File: config.mk
export PLATFORM = sky130hd
export DESIGN_NAME = mouse_position_tracker
export DESIGN_NICKNAME = d
export VERILOG_FILES = /design/src/rtl/mouse_position_tracker.sv
export SDC_FILE = /design/constraint.sdc
export NUM_CORES = 1
export LEC_CHECK = 0
export CAP_MARGIN = 10
export CORE_ASPECT_RATIO = 0.8
export CORE_MARGIN = 10
export CORE_UTILIZATION = 45
export DETAILED_ROUTE_END_ITERATION = 10
export HOLD_SLACK_MARGIN = 0.02
export PLACE_DENSITY = 0.75
export SLEW_MARGIN = 20
export SYNTH_ARGS = -nofsm -noshare
export SYNTH_HDL_FRONTEND = slang
export SYNTH_SLANG_ARGS = --single-unit
export TNS_END_PERCENT = 20
File: constraint.sdc
create_clock -name clk -period 6.5 [get_ports clk]
set_input_delay 1.625 -clock clk [delete_from_list [all_inputs] [get_ports clk]]
set_output_delay 1.625 -clock clk [all_outputs]
set_load 0.02 [all_outputs]
File: src/rtl/mouse_position_tracker.sv
// PS/2 mouse packet parser: integrates signed deltas into clamped X/Y cursor positions.
// Optional macro MOUSE_TRACKER_TIMEOUT_EN drops stalled partial packets after TIMEOUT_CYCLES.
module mouse_position_tracker #(
  parameter int X_MAX  = 639,
  parameter int Y_MAX  = 479,
  parameter int X_INIT = 320,
  parameter int Y_INIT = 240
`ifdef MOUSE_TRACKER_TIMEOUT_EN
  , parameter int TIMEOUT_CYCLES = 2000000
`endif
) (
  input  logic       clk,
  input  logic       rst_n,
  input  logic [7:0] rx_data,
  input  logic       rx_valid,
  output logic [9:0] MOUSE_X_POS,
  output logic [9:0] MOUSE_Y_POS,
  output logic       MOUSE_LEFT,
  output logic       MOUSE_RIGHT,
  output logic       MOUSE_MIDDLE,
  output logic       pos_update
);

  // state   | meaning
  // WAIT_B0 | idle, waiting for a byte with the sync bit set
  // WAIT_B1 | byte0 held, waiting for X delta
  // WAIT_B2 | byte0/1 held, waiting for Y delta
  // APPLY   | one cycle: outputs take the new packet, rx byte treated as byte0
  typedef enum logic [1:0] {WAIT_B0, WAIT_B1, WAIT_B2, APPLY} state_t;

  state_t     state, state_nxt;
  logic [7:0] b0, b1, b2;
  logic       ld_b0, ld_b1, ld_b2;
  logic       take_b0;
  logic       timeout;

`ifdef MOUSE_TRACKER_TIMEOUT_EN
  localparam int CNT_W = $clog2(TIMEOUT_CYCLES + 1);
  logic [CNT_W-1:0] gap_cnt;
  logic             in_packet;

  assign in_packet = (state == WAIT_B1) || (state == WAIT_B2);
  // Fires on the cycle whose edge would bring the gap count to TIMEOUT_CYCLES.
  assign timeout   = in_packet && (gap_cnt == CNT_W'(TIMEOUT_CYCLES - 1));

  always_ff @(posedge clk) begin
    if (!rst_n)                            gap_cnt <= '0;
    else if (rx_valid || !in_packet || timeout) gap_cnt <= '0;
    else                                   gap_cnt <= gap_cnt + 1'b1;
  end
`else
  assign timeout = 1'b0;
`endif

  assign take_b0 = rx_valid && rx_data[3];

  always_ff @(posedge clk) begin
    if (!rst_n) state <= WAIT_B0;
    else        state <= state_nxt;
  end

  always_comb begin
    state_nxt = state;
    ld_b0     = 1'b0;
    ld_b1     = 1'b0;
    ld_b2     = 1'b0;
    case (state)
      WAIT_B0, APPLY: begin
        ld_b0     = take_b0;
        state_nxt = take_b0 ? WAIT_B1 : WAIT_B0;
      end
      WAIT_B1: begin
        if (timeout) begin
          ld_b0     = take_b0;
          state_nxt = take_b0 ? WAIT_B1 : WAIT_B0;
        end else if (rx_valid) begin
          ld_b1     = 1'b1;
          state_nxt = WAIT_B2;
        end
      end
      WAIT_B2: begin
        if (timeout) begin
          ld_b0     = take_b0;
          state_nxt = take_b0 ? WAIT_B1 : WAIT_B0;
        end else if (rx_valid) begin
          ld_b2     = 1'b1;
          state_nxt = APPLY;
        end
      end
      default: state_nxt = WAIT_B0;
    endcase
  end

  always_ff @(posedge clk) begin
    if (!rst_n) begin
      b0 <= '0;
      b1 <= '0;
      b2 <= '0;
    end else begin
      if (ld_b0) b0 <= rx_data;
      if (ld_b1) b1 <= rx_data;
      if (ld_b2) b2 <= rx_data;
    end
  end

  logic signed [11:0] dx, dy, x_sum, y_sum;

  assign dx    = b0[6] ? 12'sd0 : signed'({{4{b0[4]}}, b1});
  assign dy    = b0[7] ? 12'sd0 : signed'({{4{b0[5]}}, b2});
  // PS/2 positive Y is up, screen Y grows downward.
  assign x_sum = signed'({2'b00, MOUSE_X_POS}) + dx;
  assign y_sum = signed'({2'b00, MOUSE_Y_POS}) - dy;

  function automatic logic [9:0] clamp(input logic signed [11:0] v, input logic [9:0] hi);
    if (v < 12'sd0)                       return '0;
    else if (v > signed'({2'b00, hi}))    return hi;
    else                                  return v[9:0];
  endfunction

  always_ff @(posedge clk) begin
    if (!rst_n) begin
      MOUSE_X_POS  <= 10'(X_INIT);
      MOUSE_Y_POS  <= 10'(Y_INIT);
      MOUSE_LEFT   <= 1'b0;
      MOUSE_RIGHT  <= 1'b0;
      MOUSE_MIDDLE <= 1'b0;
      pos_update   <= 1'b0;
    end else begin
      pos_update <= (state == APPLY);
      if (state == APPLY) begin
        MOUSE_X_POS  <= clamp(x_sum, 10'(X_MAX));
        MOUSE_Y_POS  <= clamp(y_sum, 10'(Y_MAX));
        MOUSE_LEFT   <= b0[0];
        MOUSE_RIGHT  <= b0[1];
        MOUSE_MIDDLE <= b0[2];
      end
    end
  end

endmodule
Word-level counts from Yosys, hierarchy flattened --
Index checks and enable logic that the tools add are counted.
Storage, ports and cells: bits in registers 50, bits in latches 0, RAM bits 0, ROM bits 0, bits of input ports 11, logic and storage cells 40, memories kept 0
Cells by class: add/subtract/negate cells 2, multiply operators 0, divide/modulo/power cells 0, magnitude comparators 4, equality and inequality tests 5, shift operators 0, multiplexer cells 14, bitwise logic cells 0, reductions and logical operators 5
Operators with widths (count):
- $mux W10 | 4
- $lt A12 B1 Y1 const B | 2
- $mux W12 | 2
- $add A11 B12 Y12 | 1
- $gt A12 B10 Y1 const B | 1
- $gt A12 B11 Y1 const B | 1
- $sub A11 B12 Y12 | 1
- $pmux W2 S3 | 1
- $eq A2 B2 Y1 const B | 2
- $mux W1 | 4
- $mux W2 | 2
- $ne A2 B2 Y1 const B | 2
- $reduce_or A2 Y1 | 2
- $eq A2 B1 Y1 const B | 1
- $logic_not A2 Y1 | 1
- $pmux W1 S2 | 1
- $reduce_and A2 Y1 | 1
- $logic_and A1 B1 Y1 | 1

Longest topological paths before layout --
Gate-level depths: netlist of the first run.
word-level depth 5, gate-level depth with buffers 12, mapped depth without buffers 11

Worst setup path after synthesis of the first run --
No wires, ideal clock.
kind reg2reg, from reg b0[7], to reg MOUSE_Y_POS[2], library setup time 0.122 ns, data arrival time 2.769 ns, required time 6.378 ns, path slack 3.609 ns, cell stages (with the launch flop) 13, cell sequence dfxtp_1 clkbuf_1 nor2b_1 ha_1 inv_1 fa_1 a211oi_1 o21ai_0 a211o_1 a221oi_1 o22ai_1 and2_1 a221o_1
Between the ends: cells in the longest elaborated chain, start to end 5, elaborated cells between the ends (all ways) 6
Ends and longest elaborated chain:
- start, declared | line 32 | logic [7:0] b0, b1, b2;
- start signal, assigned | line 100 | if (ld_b0) b0 <= rx_data;
- $mux W12 (*) | line 109 | assign dy = b0[7] ? 12'sd0 : signed'({{4{b0[5]}}, b2});
- $sub A11 B12 Y12 (*) | line 112 | assign y_sum = signed'({2'b00, MOUSE_Y_POS}) - dy;
- $gt A12 B10 Y1 | line 116 | else if (v > signed'({2'b00, hi})) return hi;
- $mux W10 | line 116
- $mux W10 (*) | line 115 | if (v < 12'sd0) return '0;
- end signal, assigned | line 123 | MOUSE_Y_POS <= 10'(Y_INIT);
- end signal, assigned | line 132 | MOUSE_Y_POS <= clamp(y_sum, 10'(Y_MAX));
- end, declared | line 17 | output logic [9:0] MOUSE_Y_POS,
Every way passes the cells marked *; elsewhere a longest branch is shown, timed or not. A chain may end at the register's enable or synchronous reset.

==> results of run 1 <==
==> critical path, stage by stage <==
cell             delay, ps
clkdlybuf4s50_1       1100
and2_1                 270
or4b_1                 590
and2_4                 200
a41oi_2                130
==> cell families (layout without fill, tap and decap cells) <==
kind of cell | count (synthesis) | after routing | synth area share
flops | 49 | 49 | 0.304
buf+inv | 34 | 61 | 0.0435
xor+xnor | 16 | 16 | 0.0435
mux | 12 | 12 | 0.0376
fa+ha+maj | 28 | 28 | 0.113
simple gates | 143 | 143 | 0.223
compound gates | 107 | 107 | 0.235
==> state kept, by name, summed over array words and instances (netlist names) <==
register / flops
MOUSE_Y_POS: 10
pos_update: 1
state: 2
b2: 8
MOUSE_MIDDLE: 1
b0: 7
MOUSE_X_POS: 10
MOUSE_LEFT: 1
MOUSE_RIGHT: 1
b1: 8
==> stage by stage <==
stage	area (sq um)	power [W]	setup slack, ps	cells
floorplan	3220	0.000442	3610	389
global placement	3610	0.000479	2500	495
detailed placement	3610	0.000483	2470	495
CTS	3740	0.000737	2790	503
global route	3740	0.000772	2610	503
finish	3740	0.000736	2820	503
==> where the power goes <==
| part | total, W | internal [W] | switching, W |
|---|---|---|---|
| clock network | 0.000257 | 0.000153 | 0.000104 |
| registers | 0.000321 | 0.000312 | 0.00000922 |
| logic | 0.000158 | 0.0000655 | 0.0000924 |
| total | 0.000736 | 0.000530 | 0.000206 |
==> cell type report <==
cell class,count,area share
Timing Repair Buffer,35,0.0929
Multi-Input combinational cell,306,0.562
Inverter,18,0.0181
Tap cell,87,0.0291
Clock inverter,3,0.0174
Clock buffer,5,0.0184
Sequential cell,49,0.262
==> layer usage <==
| layer | part of all wire | track usage | wire length, um |
|---|---|---|---|
| met5 | 0 | 0 | 0 |
| met1 | 0.52 | 0.195 | 3910 |
| met2 | 0.42 | 0.210 | 3180 |
| met3 | 0.046 | 0.0292 | 350 |
| met4 | 0.012 | 0.0406 | 94 |
==> placed cells by master (no fill, tap or decap), drive strengths merged, types with 5 or more instances in the layout <==
cell type      instances
dfxtp                 49
nand2                 38
clkdlybuf4s50         34
ha                    26
nor2b                 22
nand3                 22
nor2                  21
a21oi                 21
o21ai                 20
inv                   18
a21boi                18
nand2b                15
xnor2                 12
mux2i                 11
and2                  10
nor3                   7
a21o                   6
o31ai                  5
clkbuf                 5
==> worst paths after layout <==
path               from        endpoint  slack, ps  cells past startpoint
hold / removal    b1[4]           b1[4]        470                      2
setup reg to reg  b0[7]  MOUSE_Y_POS[1]       3110                     11
setup / recovery  rst_n  MOUSE_X_POS[1]       2820                      5
hold reg to reg   b1[4]           b1[4]        470                      2
==> flow_summary.yaml, run 1 <==
drt:
  ant_nets: 0
  route.final.wire_length_mm: 7.54
  drt-wirelength-per-cell_um: 15.0
  drt-vias-per-instance: 5.53
  detail_route.drc_violations: 0
  route.vias.total: 2784
  initialDrtViolationCount: 156
  first_pass_iters: 4
setup_path:
  cp-end-kind: "register"
  timing_worst_setup_path_type: "primary input to register"
  critPathMaxFanout: 36
  timing.critical_path.arrival_ps: 3920
  timing.critical_path.required_ps: 6740
  crit_path_start_kind: "primary input"
timing:
  finalWorstPathRequiredPeriod_ps: 3680
  clock.fmax_mhz: 272
  max-slew-margin-rel: 0.326
  min_period_over_period: 0.566
  max_slew.worst_pin.slew_ps: 985
  setup_violations: 0
  final-max-slew-violation-count: 0
  worst_hold_slack_ps: 465
  rsz0062_at_grt: "false"
  setup-tns-final_ps: 0
  hold_viol_final: 0
  final.setup_skew_ps: 7.83
clocking:
  cts_root_buf: "clkbuf_8"
  cts.clk_slew.worst_paths_ps: 90
  setup_buffers_after_cts: 0
  clock_path_buffers: 2
  post_cts_hold_buffer_count: 0
  clock_insertion_delay_worst_skew_ps: 310
  cts_tree: "yes"
  clock-sinks: 49
  cts.repair.resized: 0
  htree_levels: 2
  tritoncts.num_buffers: 5
synth:
  ys_ff_latch: 49
  post-synth-top-area-cell: "dfxtp_1"
  post_synth_instance_area_sq_um: 3220
  synth.top_cells.by_count: "49 x dfxtp_1, 38 x nand2_1, 26 x ha_1"
  synth.avg_cell_area_sq_um: 8.29
  synth_seq_area_share: 0.304
  synth_top_cell_area_share: 0.304
  synth.top_cells.by_area: "dfxtp_1 30%, ha_1 10%, nand2_1 4.4%"
  synth.most_common_cell: "dfxtp_1"
  ys_dominant_reg_cell: "dfxtp_1"
  number_of_warnings_reported_in_the_yosys_synthesis_log: 0
  synthDistinctLibCells: 59
  postSynth.asyncResetShare: 0
  synthesis.instances: 389
  synth.net_count: 428
  synth-edff-count: 0
die:
  number_of_cell_rows: 27
  die_width_um: 115
  core_area_sq_um: 6930
  die_area_sq_um: 11000
  die_h_um: 95.7
  pin_count: 35
  initial_core_util: 0.466
power_and_ir_drop:
  irDropWorstVdd_mv: 0.124
  cellPowerDensity_nw_per_um2: 197
  static-leakage-power_nw: 1.44
placement:
  dp.final_hpwl_mm: 5.85
  last_weighted_congestion_value_of_the_routability_driven_placer: 0.849
  placement.io_buffers: 34
grt:
  antenna_found_initial: 0
  grt_pass1_wl_mm: 12.9
  grt_start_max_net_pins: 37
  globalRouteTotalUtil: 0.139
  grt_pass1_vias: 2718
  globalRoute.totalOverflow: 0
final_layout:
  filler_instances: 654
  fraction_of_layout_cells_with_a_size_suffix_above_1: 0.0409
  area.sequential_sq_um: 981
  antenna_cells_inserted: 0
  finalNetCount: 454
  utilization: 0.540
  area_growth_syn_to_layout_pct: 16.1
  multiInputGateArea_sq_um: 2100
job:
  maxCapViolations: 0
worst_hold_path:
  worst_hold_path_type: "register to register"
outcome:
  status: "finished clean"
Power figures use the tool's default switching activity.
==> run 2: changes to the inputs <==
- PLACE_DENSITY: 0.75 -> 0.77
- clock period: 6.5 -> 3.31 ns (I/O delays scaled with it)
==> run 2 against run 1 <==
Worst setup slack worse by 2600 ps. Critical path type is now register to register. Clock power increased by 51%. Register-to-register slack worse by 2900 ps. Die area unchanged. Critical endpoint is now MOUSE_Y_POS[2]. Sequential power up 97%. Clock-buffer cell count unchanged. First-iteration DRC count up 29%. Highest routed layer unchanged. Critical path depth grew 6. Global-route usage decreased by 0.17 points.
==> flow_summary.yaml, run 2 (synthesis gave the netlist of run 1 again) <==
die:
  initial_core_util: 0.466
  number_of_cell_rows: 27
  pin_count: 35
  core_area_sq_um: 6930
  die_h_um: 95.7
  die_area_sq_um: 11000
  die_width_um: 115
timing:
  setup_violations: 0
  setup-tns-final_ps: 0
  final-max-slew-violation-count: 0
  max-slew-margin-rel: 0.585
  final.setup_skew_ps: 23.6
  min_period_over_period: 0.925
  clock.fmax_mhz: 327
  hold_viol_final: 0
  max_slew.worst_pin.slew_ps: 621
  finalWorstPathRequiredPeriod_ps: 3060
  rsz0062_at_grt: "false"
grt:
  globalRoute.totalOverflow: 0
  antenna_found_initial: 0
  grt_start_max_net_pins: 36
  grt_pass1_vias: 2677
  globalRouteTotalUtil: 0.138
  grt_pass1_wl_mm: 12.6
placement:
  placement.io_buffers: 34
  last_weighted_congestion_value_of_the_routability_driven_placer: 0.953
  dp.final_hpwl_mm: 5.86
setup_path:
  cp_cell_instances: "nor2b_1, ha_1, inv_1, fa_1, a211oi_1, o21ai_1, a211o_1, a221oi_2, o22ai_1, and2_1, a221o_1"
  critPathMaxFanout: 10
  cp-end-kind: "register"
  timing.critical_path.arrival_ps: 3250
  timing.critical_path.required_ps: 3500
  timing_worst_setup_path_type: "register to register"
  timing.critical_path.slowest_cell_delay_ps: 410
  crit_path_start_kind: "register"
  cpMaxStageDelayCell: "fa_1"
clocking:
  tritoncts.num_buffers: 5
  htree_levels: 2
  cts_root_buf: "clkbuf_8"
  cts_tree: "yes"
  clock_path_buffers: 2
  cts.clk_slew.worst_paths_ps: 110
  clock-sinks: 49
  clock_insertion_delay_worst_skew_ps: 320
drt:
  ant_nets: 0
  initialDrtViolationCount: 202
  first_pass_iters: 4
  detail_route.drc_violations: 0
  route.final.wire_length_mm: 7.63
  drt-vias-per-instance: 5.58
  drt-wirelength-per-cell_um: 15.0
  route.vias.total: 2836
worst_hold_path:
  worst_hold_path_type: "register to register"
power_and_ir_drop:
  cellPowerDensity_nw_per_um2: 356
  power_w: 0.00134
  static-leakage-power_nw: 1.45
  irDropWorstVdd_mv: 0.208
final_layout:
  finalNetCount: 459
  area_growth_syn_to_layout_pct: 16.6
  most_frequent_standard_cell_in_the_layout_excluding_fill_and_tap_cells: "dfxtp_1"
  antenna_cells_inserted: 0
  fraction_of_layout_cells_with_a_size_suffix_above_1: 0.0618
  mostFrequentLayoutCells: "48 x dfxtp_1, 38 x nand2_1, 34 x clkdlybuf4s50_1"
  reg_top3: "MOUSE_X_POS: 10 flops, MOUSE_Y_POS: 10 flops"
job:
  maxCapViolations: 0
outcome:
  status: "finished clean"
-- run 2: critical path, delay by kind of cell, from the launching register on --
family | cells | cell delay (ps)
adder cells (fa/ha/maj) | 2 | 570
flip-flops | 1 | 400
AO/OA/AOI/OAI | 6 | 1550
buffers and inverters | 1 | 50
AND/OR/NAND/NOR | 2 | 360
-- run 2: layout make-up --
class | instances | area (sq um)
timing repair buffer | 40 | 385
fill | 627 | 3170
sequential | 49 | 982
inverter | 18 | 67.6
multi-input combinational | 306 | 2120
tap | 87 | 109
clock inverter | 3 | 28.8
clock buffer | 5 | 68.8
-- run 2: metal layers --
layer | vias up | part of all wire | GRT usage
li1 | 1454 | - | -
met1 | 1301 | 0.49 | 0.189
met2 | 70 | 0.44 | 0.211
met3 | 11 | 0.059 | 0.0317
met4 | 0 | 0.011 | 0.0365
met5 | - | 0 | 0
-- run 2: through the flow --
stage                     hold WS, ps  setup slack [ps]  cells  utilization  instance area (sq um)
after floorplan                   439               419    389            -                   3220
after global placement            448               225    500        0.526                   3650
after detailed placement          455               140    500        0.526                   3650
after CTS                         470               124    508        0.541                   3740
after global routing              488              33.8    508        0.543                   3760
final                             464               248    508        0.543                   3760
-- run 2: final timing paths --
path / start / end / slack (ps) / cells past startpoint
setup reg to reg: b0[7] / MOUSE_Y_POS[2] / 250 / 11
hold reg to reg: b2[0] / b2[0] / 460 / 2
setup / recovery: b0[7] / MOUSE_Y_POS[2] / 250 / 11
hold / removal: b2[0] / b2[0] / 460 / 2
-- run 2: report_power, final --
group          switching [W]  total, W  internal [W]
clock               0.000230  0.000388      0.000159
combinational       0.000181  0.000319      0.000138
sequential         0.0000185  0.000631      0.000613
total               0.000429   0.00134      0.000909
-- run 2: what timing repair did --
action,CTS,global route
hold buffers,0,0
setup buffers,0,0
endpoints found under the setup margin,0,14
resized for setup,0,6
==> run 3: changes to the inputs <==
- CORE_MARGIN: 10 -> 3
- SKIP_LAST_GASP: unset -> 1
==> run 3 against run 2 <==
Global-route usage is 5.7 points higher. Routed wire length is 0.25% lower. Sequential power barely moved. Highest routed layer unchanged. Combinational power barely moved. Critical endpoint is now MOUSE_Y_POS[3]. Core utilization up 2.4 points. Non-clock buffer count up 2. Clock power increased by 14%. First-iteration DRC count fell by 33%. Critical path type unchanged. Largest cell class unchanged.
==> flow_summary.yaml, run 3 (synthesis gave the netlist of run 1 again) <==
outcome:
  status: "finished clean"
setup_path:
  crit_path_start_kind: "register"
  cp-end-kind: "register"
  critPathMaxFanout: 10
  timing.critical_path.arrival_ps: 3390
  timing_worst_setup_path_type: "register to register"
  timing.critical_path.required_ps: 3500
placement:
  last_weighted_congestion_value_of_the_routability_driven_placer: 0.921
  placement.io_buffers: 34
  dp.final_hpwl_mm: 5.85
  placement.setup.worst_slack_ps: 193
  detailed_place.area_sq_um: 3660
die:
  initial_core_util: 0.483
  die_h_um: 81.7
  pin_count: 35
  core_area_sq_um: 6670
  die_area_sq_um: 8220
  number_of_cell_rows: 26
  die_width_um: 101
timing:
  final.setup_skew_ps: 5.47
  min_period_over_period: 0.964
  final-max-slew-violation-count: 0
  max-slew-margin-rel: 0.645
  max_slew.worst_pin.slew_ps: 533
  rsz0062_at_grt: "true"
  finalWorstPathRequiredPeriod_ps: 3190
  post-route-worst-setup-slack_ps: 119
  setup_violations: 0
  hold_viol_final: 0
  clock.fmax_mhz: 313
grt:
  grt_start_max_net_pins: 36
  antenna_found_initial: 0
  globalRouteTotalUtil: 0.195
  grt_pass1_wl_mm: 12.9
  globalRoute.totalOverflow: 0
  grt_pass1_vias: 2689
clocking:
  tritoncts.num_buffers: 5
  cts_root_buf: "clkbuf_8"
  clock_insertion_delay_worst_skew_ps: 300
  clock-sinks: 49
  cts.clk_slew.worst_paths_ps: 90
  post_cts_hold_buffer_count: 0
  htree_levels: 2
  cts_tree: "yes"
  clock_path_buffers: 2
final_layout:
  reg_top3: "MOUSE_X_POS: 10 flops, MOUSE_Y_POS: 10 flops"
  most_frequent_standard_cell_in_the_layout_excluding_fill_and_tap_cells: "dfxtp_1"
  area_growth_syn_to_layout_pct: 17.1
  filler_instances: 608
  fraction_of_layout_cells_with_a_size_suffix_above_1: 0.0567
  mostFrequentLayoutCells: "49 x dfxtp_1, 38 x nand2_1, 34 x clkdlybuf4s50_1"
  antenna_cells_inserted: 0
  post_layout_instance_area_sq_um: 3780
  finalNetCount: 461
drt:
  route.final.wire_length_mm: 7.62
  initialDrtViolationCount: 135
  ant_nets: 0
  drt-vias-per-instance: 5.76
  detail_route.drc_violations: 0
  route.vias.total: 2920
  first_pass_iters: 4
  drt-wirelength-per-cell_um: 15.0
power_and_ir_drop:
  power_w: 0.00139
  static-leakage-power_nw: 1.46
  cellPowerDensity_nw_per_um2: 369
  irDropWorstVdd_mv: 0.287
worst_hold_path:
  worst_hold_path_type: "register to register"
job:
  maxCapViolations: 0
run 3: cell types whose count changed in the layout (fill, tap and decap cells not counted), sizes merged:
| cell | delta |
|---|---|
| inv | -2 |
| clkbuf | +2 |
| buf | +2 |
| bufinv | +1 |
| clkinv | -1 |
run 3: final timing paths:
path         slack (ps)  start             end  cells past startpoint
max                 120  b0[7]  MOUSE_Y_POS[3]                     11
min reg2reg         470  b2[0]           b2[0]                      2
min                 470  b2[0]           b2[0]                      2
max reg2reg         120  b0[7]  MOUSE_Y_POS[3]                     11
run 3: metal layers:
metal | global-route usage | part of all wire
met5 | 0 | 0
met4 | 0.0458 | 0.014
met3 | 0.0424 | 0.062
met2 | 0.303 | 0.42
met1 | 0.276 | 0.50
run 3: where the power goes:
part,internal (W),total (W),leakage (nW),switching [W]
combinational,0.000137,0.000317,1.01,0.000180
clock,0.000247,0.000444,0.0585,0.000197
sequential,0.000612,0.000632,0.397,0.0000194
run 3: critical path, cell delays in order (launching register included):
cell,delay [ps]
dfxtp_1,390
nor2b_1,150
ha_1,170
inv_1,50
fa_1,410
a211oi_1,360
o21ai_0,220
a211o_1,300
a221oi_1,380
o22ai_1,180
and2_1,220
a221o_1,260
run 3: metrics by stage:
step	utilization	TNS [ps]	hold slack [ps]	instances
final	0.566	0	467	507
after global placement	0.548	0	449	499
after global routing	0.566	-276	490	507
after CTS	0.566	0	469	507
after detailed placement	0.548	0	456	499
after floorplan	-	0	439	389
run 3: what timing repair did:
action | in CTS | in global routing
gates resized for setup | 0 | 1
buffers inserted | 0 | 0
endpoints found under the setup margin | 0 | 7
run 3: cell type report:
class                   instances  area (sq um)  area share
clock buffers                   7          86.3      0.0229
inverters                      18          67.6      0.0179
flip-flops and latches         49           981       0.260
repair buffers                 42           400       0.106
clock inverters                 1          30.0     0.00795
well taps                      84           105      0.0278
multi-input cells             306          2110       0.558
